### src/rtl/hsv_core_ctrlstatus_regfile_if.sv
`default_nettype none
// ============================================================================
// Module  : hsv_core_ctrlstatus_regfile_if
// Brief   : CSR register bus between the ctrlstatus unit and the CSR file.
// Revision: 1.0
// ============================================================================
interface hsv_core_ctrlstatus_regfile_if;
  logic        regs_req;
  logic        regs_req_is_wr;
  logic [15:0] regs_addr;
  logic [31:0] regs_wr_data;
  logic [31:0] regs_wr_biten;
  logic        regs_req_stall_rd;
  logic        regs_req_stall_wr;
  logic        regs_rd_ack;
  logic        regs_rd_err;
  logic [31:0] regs_rd_data;
  logic        regs_wr_ack;
  logic        regs_wr_err;

  modport master (
    output regs_req, regs_req_is_wr, regs_addr, regs_wr_data, regs_wr_biten,
    input  regs_req_stall_rd, regs_req_stall_wr, regs_rd_ack, regs_rd_err,
           regs_rd_data, regs_wr_ack, regs_wr_err
  );

  modport slave (
    input  regs_req, regs_req_is_wr, regs_addr, regs_wr_data, regs_wr_biten,
    output regs_req_stall_rd, regs_req_stall_wr, regs_rd_ack, regs_rd_err,
           regs_rd_data, regs_wr_ack, regs_wr_err
  );
endinterface
`default_nettype wire

### src/rtl/hsv_core_ctrlstatus_regfile.sv
`default_nettype none
// ============================================================================
// Module  : hsv_core_ctrlstatus_regfile
// Brief   : Machine-mode CSR file answering the CSR register bus, with trap
//           and retire side-band updates from commit. Define
//           HSV_CORE_CTRLSTATUS_COUNTERS_EN to build mcycle/minstret.
// Revision: 1.0
// ============================================================================
module hsv_core_ctrlstatus_regfile #(
  parameter logic [31:0] HART_ID     = 32'd0,
  parameter logic [31:0] MTVEC_RESET = 32'h0000_0000
) (
  input  logic                                clk_core,
  input  logic                                rst_core_n,
  hsv_core_ctrlstatus_regfile_if.slave        regs,
  input  logic                                retire,
  input  logic                                trap_valid,
  input  logic [31:0]                         trap_pc,
  input  logic [31:0]                         trap_cause
);

  localparam logic [31:0] c_MISA_VALUE    = 32'h4000_0100;
  localparam logic [11:0] c_CSR_MISA      = 12'h301;
  localparam logic [11:0] c_CSR_MTVEC     = 12'h305;
  localparam logic [11:0] c_CSR_MSCRATCH  = 12'h340;
  localparam logic [11:0] c_CSR_MEPC      = 12'h341;
  localparam logic [11:0] c_CSR_MCAUSE    = 12'h342;
  localparam logic [11:0] c_CSR_MHARTID   = 12'hF14;
  localparam logic [11:0] c_CSR_MCYCLE    = 12'hB00;
  localparam logic [11:0] c_CSR_MCYCLEH   = 12'hB80;
  localparam logic [11:0] c_CSR_MINSTRET  = 12'hB02;
  localparam logic [11:0] c_CSR_MINSTRETH = 12'hB82;
  localparam logic [11:0] c_CSR_CYCLE     = 12'hC00;
  localparam logic [11:0] c_CSR_CYCLEH    = 12'hC80;
  localparam logic [11:0] c_CSR_INSTRET   = 12'hC02;
  localparam logic [11:0] c_CSR_INSTRETH  = 12'hC82;

  logic        r_pending;
  logic        r_rd_ack;
  logic        r_rd_err;
  logic [31:0] r_rd_data;
  logic        r_wr_ack;
  logic        r_wr_err;
  logic [31:0] r_mscratch;
  logic [31:0] r_mtvec;
  logic [31:0] r_mepc;
  logic [31:0] r_mcause;

  logic [11:0] w_csr_num;
  logic        w_addr_ok;
  logic        w_csr_hit;
  logic        w_csr_ro;
  logic [31:0] w_csr_val;
  logic [31:0] w_wr_merged;
  logic        w_rd_accept;
  logic        w_wr_accept;
  logic        w_wr_fail;
  logic        w_wr_do;
  logic        w_wr_mtvec;
  logic        w_wr_mscratch;
  logic        w_wr_mepc;
  logic        w_wr_mcause;

  assign w_csr_num   = regs.regs_addr[15:4];
  assign w_addr_ok   = (regs.regs_addr[3:0] == 4'd0);
  assign w_csr_ro    = (w_csr_num[11:10] == 2'b11);
  assign w_rd_accept = regs.regs_req & ~regs.regs_req_is_wr & ~r_pending;
  assign w_wr_accept = regs.regs_req &  regs.regs_req_is_wr & ~r_pending;

`ifdef HSV_CORE_CTRLSTATUS_COUNTERS_EN
  logic [63:0] r_mcycle;
  logic [63:0] r_minstret;
  logic        w_wr_mcycle_lo;
  logic        w_wr_mcycle_hi;
  logic        w_wr_minstret_lo;
  logic        w_wr_minstret_hi;
`else
  logic        w_unused_retire;
  assign w_unused_retire = retire;
`endif

  // Current value of the addressed CSR; doubles as the read-modify-write base.
  always_comb begin
    w_csr_hit = 1'b1;
    w_csr_val = 32'd0;
    case (w_csr_num)
      c_CSR_MISA:      w_csr_val = c_MISA_VALUE;
      c_CSR_MHARTID:   w_csr_val = HART_ID;
      c_CSR_MTVEC:     w_csr_val = r_mtvec;
      c_CSR_MSCRATCH:  w_csr_val = r_mscratch;
      c_CSR_MEPC:      w_csr_val = r_mepc;
      c_CSR_MCAUSE:    w_csr_val = r_mcause;
`ifdef HSV_CORE_CTRLSTATUS_COUNTERS_EN
      c_CSR_MCYCLE,    c_CSR_CYCLE:    w_csr_val = r_mcycle[31:0];
      c_CSR_MCYCLEH,   c_CSR_CYCLEH:   w_csr_val = r_mcycle[63:32];
      c_CSR_MINSTRET,  c_CSR_INSTRET:  w_csr_val = r_minstret[31:0];
      c_CSR_MINSTRETH, c_CSR_INSTRETH: w_csr_val = r_minstret[63:32];
`endif
      default:         w_csr_hit = 1'b0;
    endcase
    if (!w_addr_ok) begin
      w_csr_hit = 1'b0;
      w_csr_val = 32'd0;
    end
  end

  // misa is a hit and not in the read-only space, so its writes succeed silently.
  assign w_wr_fail     = ~w_csr_hit | w_csr_ro;
  assign w_wr_do       = w_wr_accept & ~w_wr_fail;
  assign w_wr_merged   = (w_csr_val & ~regs.regs_wr_biten) |
                         (regs.regs_wr_data & regs.regs_wr_biten);
  assign w_wr_mtvec    = w_wr_do & (w_csr_num == c_CSR_MTVEC);
  assign w_wr_mscratch = w_wr_do & (w_csr_num == c_CSR_MSCRATCH);
  assign w_wr_mepc     = w_wr_do & (w_csr_num == c_CSR_MEPC);
  assign w_wr_mcause   = w_wr_do & (w_csr_num == c_CSR_MCAUSE);

  always_ff @(posedge clk_core or negedge rst_core_n) begin
    if (!rst_core_n) begin
      r_pending <= 1'b0;
      r_rd_ack  <= 1'b0;
      r_rd_err  <= 1'b0;
      r_rd_data <= 32'd0;
      r_wr_ack  <= 1'b0;
      r_wr_err  <= 1'b0;
    end else begin
      r_pending <= w_rd_accept | w_wr_accept;
      r_rd_ack  <= w_rd_accept;
      r_rd_err  <= w_rd_accept & ~w_csr_hit;
      r_rd_data <= (w_rd_accept & w_csr_hit) ? w_csr_val : 32'd0;
      r_wr_ack  <= w_wr_accept;
      r_wr_err  <= w_wr_accept & w_wr_fail;
    end
  end

  always_ff @(posedge clk_core or negedge rst_core_n) begin
    if (!rst_core_n) begin
      r_mscratch <= 32'd0;
      r_mtvec    <= MTVEC_RESET & ~32'd3;
      r_mepc     <= 32'd0;
      r_mcause   <= 32'd0;
    end else begin
      if (w_wr_mscratch) r_mscratch <= w_wr_merged;
      if (w_wr_mtvec)    r_mtvec    <= w_wr_merged & ~32'd3;
      // A trap owns mepc/mcause this cycle; a colliding bus write is dropped.
      if (trap_valid) begin
        r_mepc   <= trap_pc & ~32'd3;
        r_mcause <= trap_cause;
      end else begin
        if (w_wr_mepc)   r_mepc   <= w_wr_merged & ~32'd3;
        if (w_wr_mcause) r_mcause <= w_wr_merged;
      end
    end
  end

`ifdef HSV_CORE_CTRLSTATUS_COUNTERS_EN
  assign w_wr_mcycle_lo   = w_wr_do & (w_csr_num == c_CSR_MCYCLE);
  assign w_wr_mcycle_hi   = w_wr_do & (w_csr_num == c_CSR_MCYCLEH);
  assign w_wr_minstret_lo = w_wr_do & (w_csr_num == c_CSR_MINSTRET);
  assign w_wr_minstret_hi = w_wr_do & (w_csr_num == c_CSR_MINSTRETH);

  // A half-write freezes the whole 64-bit counter for that cycle.
  always_ff @(posedge clk_core or negedge rst_core_n) begin
    if (!rst_core_n) begin
      r_mcycle   <= 64'd0;
      r_minstret <= 64'd0;
    end else begin
      if (w_wr_mcycle_lo)      r_mcycle[31:0]  <= w_wr_merged;
      else if (w_wr_mcycle_hi) r_mcycle[63:32] <= w_wr_merged;
      else                     r_mcycle        <= r_mcycle + 64'd1;

      if (w_wr_minstret_lo)      r_minstret[31:0]  <= w_wr_merged;
      else if (w_wr_minstret_hi) r_minstret[63:32] <= w_wr_merged;
      else if (retire)           r_minstret        <= r_minstret + 64'd1;
    end
  end
`endif

  assign regs.regs_req_stall_rd = r_pending;
  assign regs.regs_req_stall_wr = r_pending;
  assign regs.regs_rd_ack       = r_rd_ack;
  assign regs.regs_rd_err       = r_rd_err;
  assign regs.regs_rd_data      = r_rd_data;
  assign regs.regs_wr_ack       = r_wr_ack;
  assign regs.regs_wr_err       = r_wr_err;

endmodule
`default_nettype wire

### src/flat_wrapper.sv
// flat-port wrapper written by rule: the top's interface ports become plain ports
module hsv_core_ctrlstatus_regfile_flat 
#(
  parameter logic [31:0] HART_ID     = 32'd0,
  parameter logic [31:0] MTVEC_RESET = 32'h0000_0000
)
  (clk_core, rst_core_n, retire, trap_valid, trap_pc, trap_cause, regs_regs_req, regs_regs_req_is_wr, regs_regs_addr, regs_regs_wr_data, regs_regs_wr_biten, regs_regs_req_stall_rd, regs_regs_req_stall_wr, regs_regs_rd_ack, regs_regs_rd_err, regs_regs_rd_data, regs_regs_wr_ack, regs_regs_wr_err);
  hsv_core_ctrlstatus_regfile_if regs_i ();
  input  logic clk_core;
  input  logic rst_core_n;
  input  logic retire;
  input  logic trap_valid;
  input  logic [31:0] trap_pc;
  input  logic [31:0] trap_cause;
  input wire logic [$bits(regs_i.regs_req)-1:0] regs_regs_req;
  input wire logic [$bits(regs_i.regs_req_is_wr)-1:0] regs_regs_req_is_wr;
  input wire logic [$bits(regs_i.regs_addr)-1:0] regs_regs_addr;
  input wire logic [$bits(regs_i.regs_wr_data)-1:0] regs_regs_wr_data;
  input wire logic [$bits(regs_i.regs_wr_biten)-1:0] regs_regs_wr_biten;
  output wire logic [$bits(regs_i.regs_req_stall_rd)-1:0] regs_regs_req_stall_rd;
  output wire logic [$bits(regs_i.regs_req_stall_wr)-1:0] regs_regs_req_stall_wr;
  output wire logic [$bits(regs_i.regs_rd_ack)-1:0] regs_regs_rd_ack;
  output wire logic [$bits(regs_i.regs_rd_err)-1:0] regs_regs_rd_err;
  output wire logic [$bits(regs_i.regs_rd_data)-1:0] regs_regs_rd_data;
  output wire logic [$bits(regs_i.regs_wr_ack)-1:0] regs_regs_wr_ack;
  output wire logic [$bits(regs_i.regs_wr_err)-1:0] regs_regs_wr_err;
  assign regs_i.regs_req = regs_regs_req;
  assign regs_i.regs_req_is_wr = regs_regs_req_is_wr;
  assign regs_i.regs_addr = regs_regs_addr;
  assign regs_i.regs_wr_data = regs_regs_wr_data;
  assign regs_i.regs_wr_biten = regs_regs_wr_biten;
  assign regs_regs_req_stall_rd = regs_i.regs_req_stall_rd;
  assign regs_regs_req_stall_wr = regs_i.regs_req_stall_wr;
  assign regs_regs_rd_ack = regs_i.regs_rd_ack;
  assign regs_regs_rd_err = regs_i.regs_rd_err;
  assign regs_regs_rd_data = regs_i.regs_rd_data;
  assign regs_regs_wr_ack = regs_i.regs_wr_ack;
  assign regs_regs_wr_err = regs_i.regs_wr_err;
  hsv_core_ctrlstatus_regfile #(.HART_ID(HART_ID), .MTVEC_RESET(MTVEC_RESET)) u_core (.clk_core(clk_core), .rst_core_n(rst_core_n), .regs(regs_i), .retire(retire), .trap_valid(trap_valid), .trap_pc(trap_pc), .trap_cause(trap_cause));
endmodule
### config.mk
export PLATFORM = sky130hd
export DESIGN_NAME = hsv_core_ctrlstatus_regfile_flat
export DESIGN_NICKNAME = d
export VERILOG_FILES = /design/src/rtl/hsv_core_ctrlstatus_regfile_if.sv /design/src/rtl/hsv_core_ctrlstatus_regfile.sv /design/src/flat_wrapper.sv
export SDC_FILE = /design/constraint.sdc
export NUM_CORES = 1
export LEC_CHECK = 0
export ABC_AREA = 0
export CORE_ASPECT_RATIO = 0.8
export CORE_MARGIN = 4
export CORE_UTILIZATION = 40
export CTS_CLUSTER_SIZE = 30
export DETAILED_ROUTE_END_ITERATION = 10
export PLACE_DENSITY = 0.78
export SYNTH_ARGS = -nofsm -noshare
export SYNTH_HDL_FRONTEND = slang
export SYNTH_SLANG_ARGS = --single-unit
### constraint.sdc
create_clock -name clk_core -period 5.85 [get_ports clk_core]
set_clock_uncertainty 0.15 [all_clocks]
set_input_delay 0.585 -clock clk_core [delete_from_list [all_inputs] [get_ports clk_core]]
set_output_delay 0.585 -clock clk_core [all_outputs]
set_load 0.005 [all_outputs]
# Yosys cells after proc, flatten, opt, wreduce, memory -nomap -nowiden
# Cells that the tools add are included.
word_totals:
  regBits: 163
  latch_bits: 0
  ramBits: 0
  rom_bits: 0
  input_bits: 150
  out_inout_bits: 38
  elab_cells: 52
  n_memories: 0
op_classes:
  n_addsub: 0
  n_mul: 0
  n_div: 0
  n_lt_le_gt_ge: 0
  n_eq_ne: 7
  shifts: 0
  mux: 9
  bitwise_logic: 22
  reduce_logical: 4
op_table:
  columns: ["operator", "count"]
  rows:
  - ["$mux W32", 6]
  - ["$pmux W32 S5", 1]
  - ["$and A32 B32 Y32", 2]
  - ["$eq A12 B10 Y1 const B", 5]
  - ["$not A32 Y32", 1]
  - ["$or A32 B32 Y32", 1]
  - ["$and A1 B1 Y1", 12]
  - ["$eq A12 B12 Y1 const B", 1]
  - ["$reduce_or A6 Y1", 1]
  - ["$logic_not A4 Y1", 1]
  - ["$not A1 Y1", 4]
  - ["$reduce_bool A2 Y1", 2]
  - ["$eq A2 B2 Y1 const B", 1]
  - ["$mux W1", 2]
  - ["$or A1 B1 Y1", 2]

# Logic depth before layout (Yosys ltp)
logic_depth:
  depth_word: 11
  ltp_mapped: 9
  ltp_nobuf: 6

# Worst setup path before layout
# No wires, ideal clock.
synth_path:
  path_kind: "input port to flip-flop"
  from: "input port regs_regs_addr[4]"
  to: "register u_core.r_mepc[12]"
  setup_time_ns: 0.133
  t_arrival_ns: 2.301
  path_slack_ns: 3.266
  stages: 9
  path_buffers: 4
  cell_sequence: "buf_4 > nor4b_4 > nand2_2 > a21o_1 > buf_2 > nor4b_2 > buf_2 > buf_6 > a21oi_1"
synth_between:
  elab_chain_len: 10
  word_cells_on_any_way: 21
  classes_between: "eq/ne: 6; mux: 6; bitwise: 7; reduce/logical: 2"
synth_rtl:
  columns: ["item", "line", "source"]
  rows:
  - ["from (decl)", "flat_wrapper.sv:17", "input wire logic [$bits(regs_i.regs_addr)-1:0] regs_regs_addr;"]
  - ["$eq A12 B12 Y1 (tied with other cells)", "hsv_core_ctrlstatus_regfile.sv:86", "case (w_csr_num)"]
  - ["$reduce_or A6 Y1 (no line)", null, null]
  - ["$mux W1", "hsv_core_ctrlstatus_regfile.sv:86", null]
  - ["$mux W1", "hsv_core_ctrlstatus_regfile.sv:101", "if (!w_addr_ok) begin"]
  - ["$not A1 Y1", "hsv_core_ctrlstatus_regfile.sv:108", "assign w_wr_fail = ~w_csr_hit | w_csr_ro;"]
  - ["$or A1 B1 Y1", "hsv_core_ctrlstatus_regfile.sv:108", null]
  - ["$not A1 Y1", "hsv_core_ctrlstatus_regfile.sv:109", "assign w_wr_do = w_wr_accept & ~w_wr_fail;"]
  - ["$and A1 B1 Y1", "hsv_core_ctrlstatus_regfile.sv:109", null]
  - ["$and A1 B1 Y1", "hsv_core_ctrlstatus_regfile.sv:114", "assign w_wr_mepc = w_wr_do & (w_csr_num == c_CSR_MEPC);"]
  - ["$reduce_bool A2 Y1 (no line)", null, null]
  - ["to (signal assigned)", "hsv_core_ctrlstatus_regfile.sv:146", "r_mepc <= trap_pc & ~32'd3;"]
  - ["to (signal assigned)", "hsv_core_ctrlstatus_regfile.sv:149", "if (w_wr_mepc) r_mepc <= w_wr_merged & ~32'd3;"]
  - ["to (decl)", "hsv_core_ctrlstatus_regfile.sv:46", "logic [31:0] r_mepc;"]
# Several ways; a longest one is shown, not always the timed one. The select of a mux whose other input is x is not followed.
# A chain may end at the register's enable or synchronous reset.

# Worst setup path in the final report
layout_path:
  from: "input port regs_regs_addr[4]"
  to: "register u_core.r_mepc[13]"
# The elaborated chain is that of the path after synthesis.

==> metrics.yaml <==
arrival_ns: 4.39
num_vias: 8325
ant_nets: 0
yosys.area_share.simple: 0.1924
crit_path_end_kind: "flop"
rows: 47
synth-xor-area-share: 0
insertion_delay_ns: 0.45
drtPass1Iterations: 5
period_minus_slack_ns: 4.182
cts_made_buffers: 17
core_mm2: 0.02076
synth_fa_ha_area_frac: 0
die_area_mm2: 0.02361
synthDistinctLibCells: 52
finalSetupViolCount: 0
slew_violations: 0
synth_mux_area_frac: 0.04338
cts_sinks: 161
worstPathCellList: "clkdlybuf4s50_1 > buf_4 > nor4b_4 > o211ai_1 > buf_4 > a2111oi_2 > buf_4 > o31ai_1 > a21oi_1"
synth_top_area_share: 0.4751
clock.fmax_ghz: 0.2391
finalHoldViolations: 0
areaGrowthSynthToFinish_pct: 31.64
max_slew_margin: 0.2815
synth_edf_count: 0
synthCells: 896
synth_seq_cells: 161
initial_utilization: 0.4085
cts_tree: "built"
syn_nets: 1046
path_common_cell: "buf_4"
peakVddDrop_v: 0.0002004
drc: 0
routed_wirelength_um: 29390
fin_nets: 1197
drive_gt1_frac: 0.1142
ctsResizeCount: 0
drt_iter0_drc: 1136
die_y_um: 138.2
grt.total_usage: 0.2448
rsz0062_at_grt: "false"
cts_setup_buffers: 0
powerDensity_mw_per_mm2: 234.2
ios: 188
seq_area_mm2: 0.004029
htreeDepth: 4
multi_input_area_mm2: 0.004066
via_per_inst: 6.264
critPathMaxFanout: 16
synthFlopType: "dfrtp_1"
antenna_cells: 0
drt-wirelength-per-cell_um: 22.12
power_leakage_nw: 4.482
synthTopCellsByArea: "dfrtp_1 (48%), a21oi_1 (5.8%), o31ai_1 (5.4%)"
critical-path-slowest-cell: "clkdlybuf4s50_1"
hpwl_um: 18920
yosys.area.top_type: "dfrtp_1"
ys_warn_count: 0
tightest_slew_ns: 1.076
seq_area_frac_synth: 0.4751
clk_path_buf_depth: 2
cap_violations: 0
gp_congestion: 0.8842
root_buffer: "clkbuf_16"
grt_start_max_net_pins: 90
portBuffers: 184
critPathLaunchType: "primary input"
antenna_found_initial: 0
grt_overflow: 0
path_class: "in2reg"
finalCritPeriodShare: 0.7149
hold_ws_ns: 0.06307
syn_area_mm2: 0.008479
cts_hold_buf: 0
synth_top_family_by_area: "compound AO/OA/AOI/OAI gates"
status: "completed"
cp_data_required_time_ns: 6.06
synth_most_common_cell: "dfrtp_1"
max_stage_delay_ns: 1.04
fill_cells: 1842
grt_pass1_vias: 8424
setup_tns_ns: 0
syn_area_per_cell_um2: 9.464
synth_compound_area_frac: 0.2358
synthTopCellsByCount: "dfrtp_1 (161), nor2_1 (117), a21oi_1 (99), o31ai_1 (61), nand2_1 (60)"
grt_pass1_wl_um: 45480
clk_pin_slew_ns: 0.08
worst_hold_path_type: "in2async"
die_w_um: 170.8
async_flop_share: 1.000
[sequential cells by signal, indices dropped and copies added (netlist names)]
register,count
u_core.r_mtvec,30
u_core.regs.regs_wr_ack,1
u_core.regs.regs_req_stall_rd,1
u_core.regs.regs_rd_ack,1
u_core.regs.regs_wr_err,1
u_core.r_mscratch,32
u_core.regs.regs_rd_err,1
u_core.r_mepc,30
u_core.r_mcause,32
u_core.regs.regs_rd_data,32
[power breakdown]
| group | internal (mW) | total [mW] | switching [mW] |
|---|---|---|---|
| clock network | 0.634 | 1.13 | 0.496 |
| logic | 0.155 | 0.305 | 0.149 |
| registers | 1.15 | 1.18 | 0.0259 |
| total | 1.94 | 2.61 | 0.672 |
[cells in the final DEF (no fill, tap or decap), types with 17 or more instances in the layout]
cell,instances
mux2_2,30
o31ai_1,61
inv_1,25
nand4_1,46
a21oi_1,99
nor2_1,115
dfrtp_1,161
nand2b_1,32
clkdlybuf4s50_1,181
clkbuf_16,17
nand2_1,60
buf_4,30
[through the flow]
step | area, µm² | utilization | power [mW] | setup WS [ns] | std cells
CTS | 11160 | 0.5377 | 2.614 | 1.828 | 1329
global placement | 10580 | 0.5096 | 1.494 | 1.430 | 1297
floorplan | 8479 | - | 1.316 | 3.266 | 896
detailed placement | 10580 | 0.5096 | 1.499 | 1.403 | 1297
finish | 11160 | 0.5377 | 2.614 | 1.668 | 1329
global route | 11160 | 0.5377 | 2.696 | 1.612 | 1329
[final timing paths]
check                                              start                       endpoint  slack [ns]  cells past startpoint
min reg2reg                u_core.regs.regs_req_stall_rd  u_core.regs.regs_req_stall_rd        0.34                      1
max in group asynchronous                     rst_core_n             u_core.r_mtvec[10]        4.07                      2
min                                           rst_core_n             u_core.r_mtvec[28]        0.06                      1
max reg2reg                u_core.regs.regs_req_stall_rd            u_core.r_mcause[12]        2.96                      7
min in group clk_core      u_core.regs.regs_req_stall_rd  u_core.regs.regs_req_stall_rd        0.34                      1
max                                    regs_regs_addr[4]              u_core.r_mepc[13]        1.67                      9
[kinds of logic (layout without fill, tap and decap cells)]
| group | after synthesis | in the layout |
|---|---|---|
| AND/OR/NAND/NOR | 315 | 315 |
| multiplexers | 33 | 33 |
| buffers and inverters | 106 | 270 |
| AO/OA/AOI/OAI | 281 | 281 |
| flip-flops | 161 | 161 |
[cell type report]
type / count / share of cell area
Clock buffer: 17 / 0.03811
Clock inverter: 15 / 0.01412
Inverter: 25 / 0.008407
Multi-Input combinational cell: 629 / 0.3643
Sequential cell: 161 / 0.3609
Tap cell: 269 / 0.03015
Timing Repair Buffer: 213 / 0.1839
[per-layer routing]
layer  vias to the layer above  routed length, µm  GRT usage
li1                       3662                  -          -
met1                      4020              12050     0.3389
met2                       560              13350     0.3723
met3                        83               3249    0.05822
met4                         0                743    0.09706
met5                         -                  0          0
[critical path: cells and delay by family]
| kind | cells | cell delay (ns) |
|---|---|---|
| simple gates | 1 | 0.35 |
| buf+inv | 4 | 2.06 |
| compound gates | 4 | 1.37 |
Power figures use the tool's default switching activity.
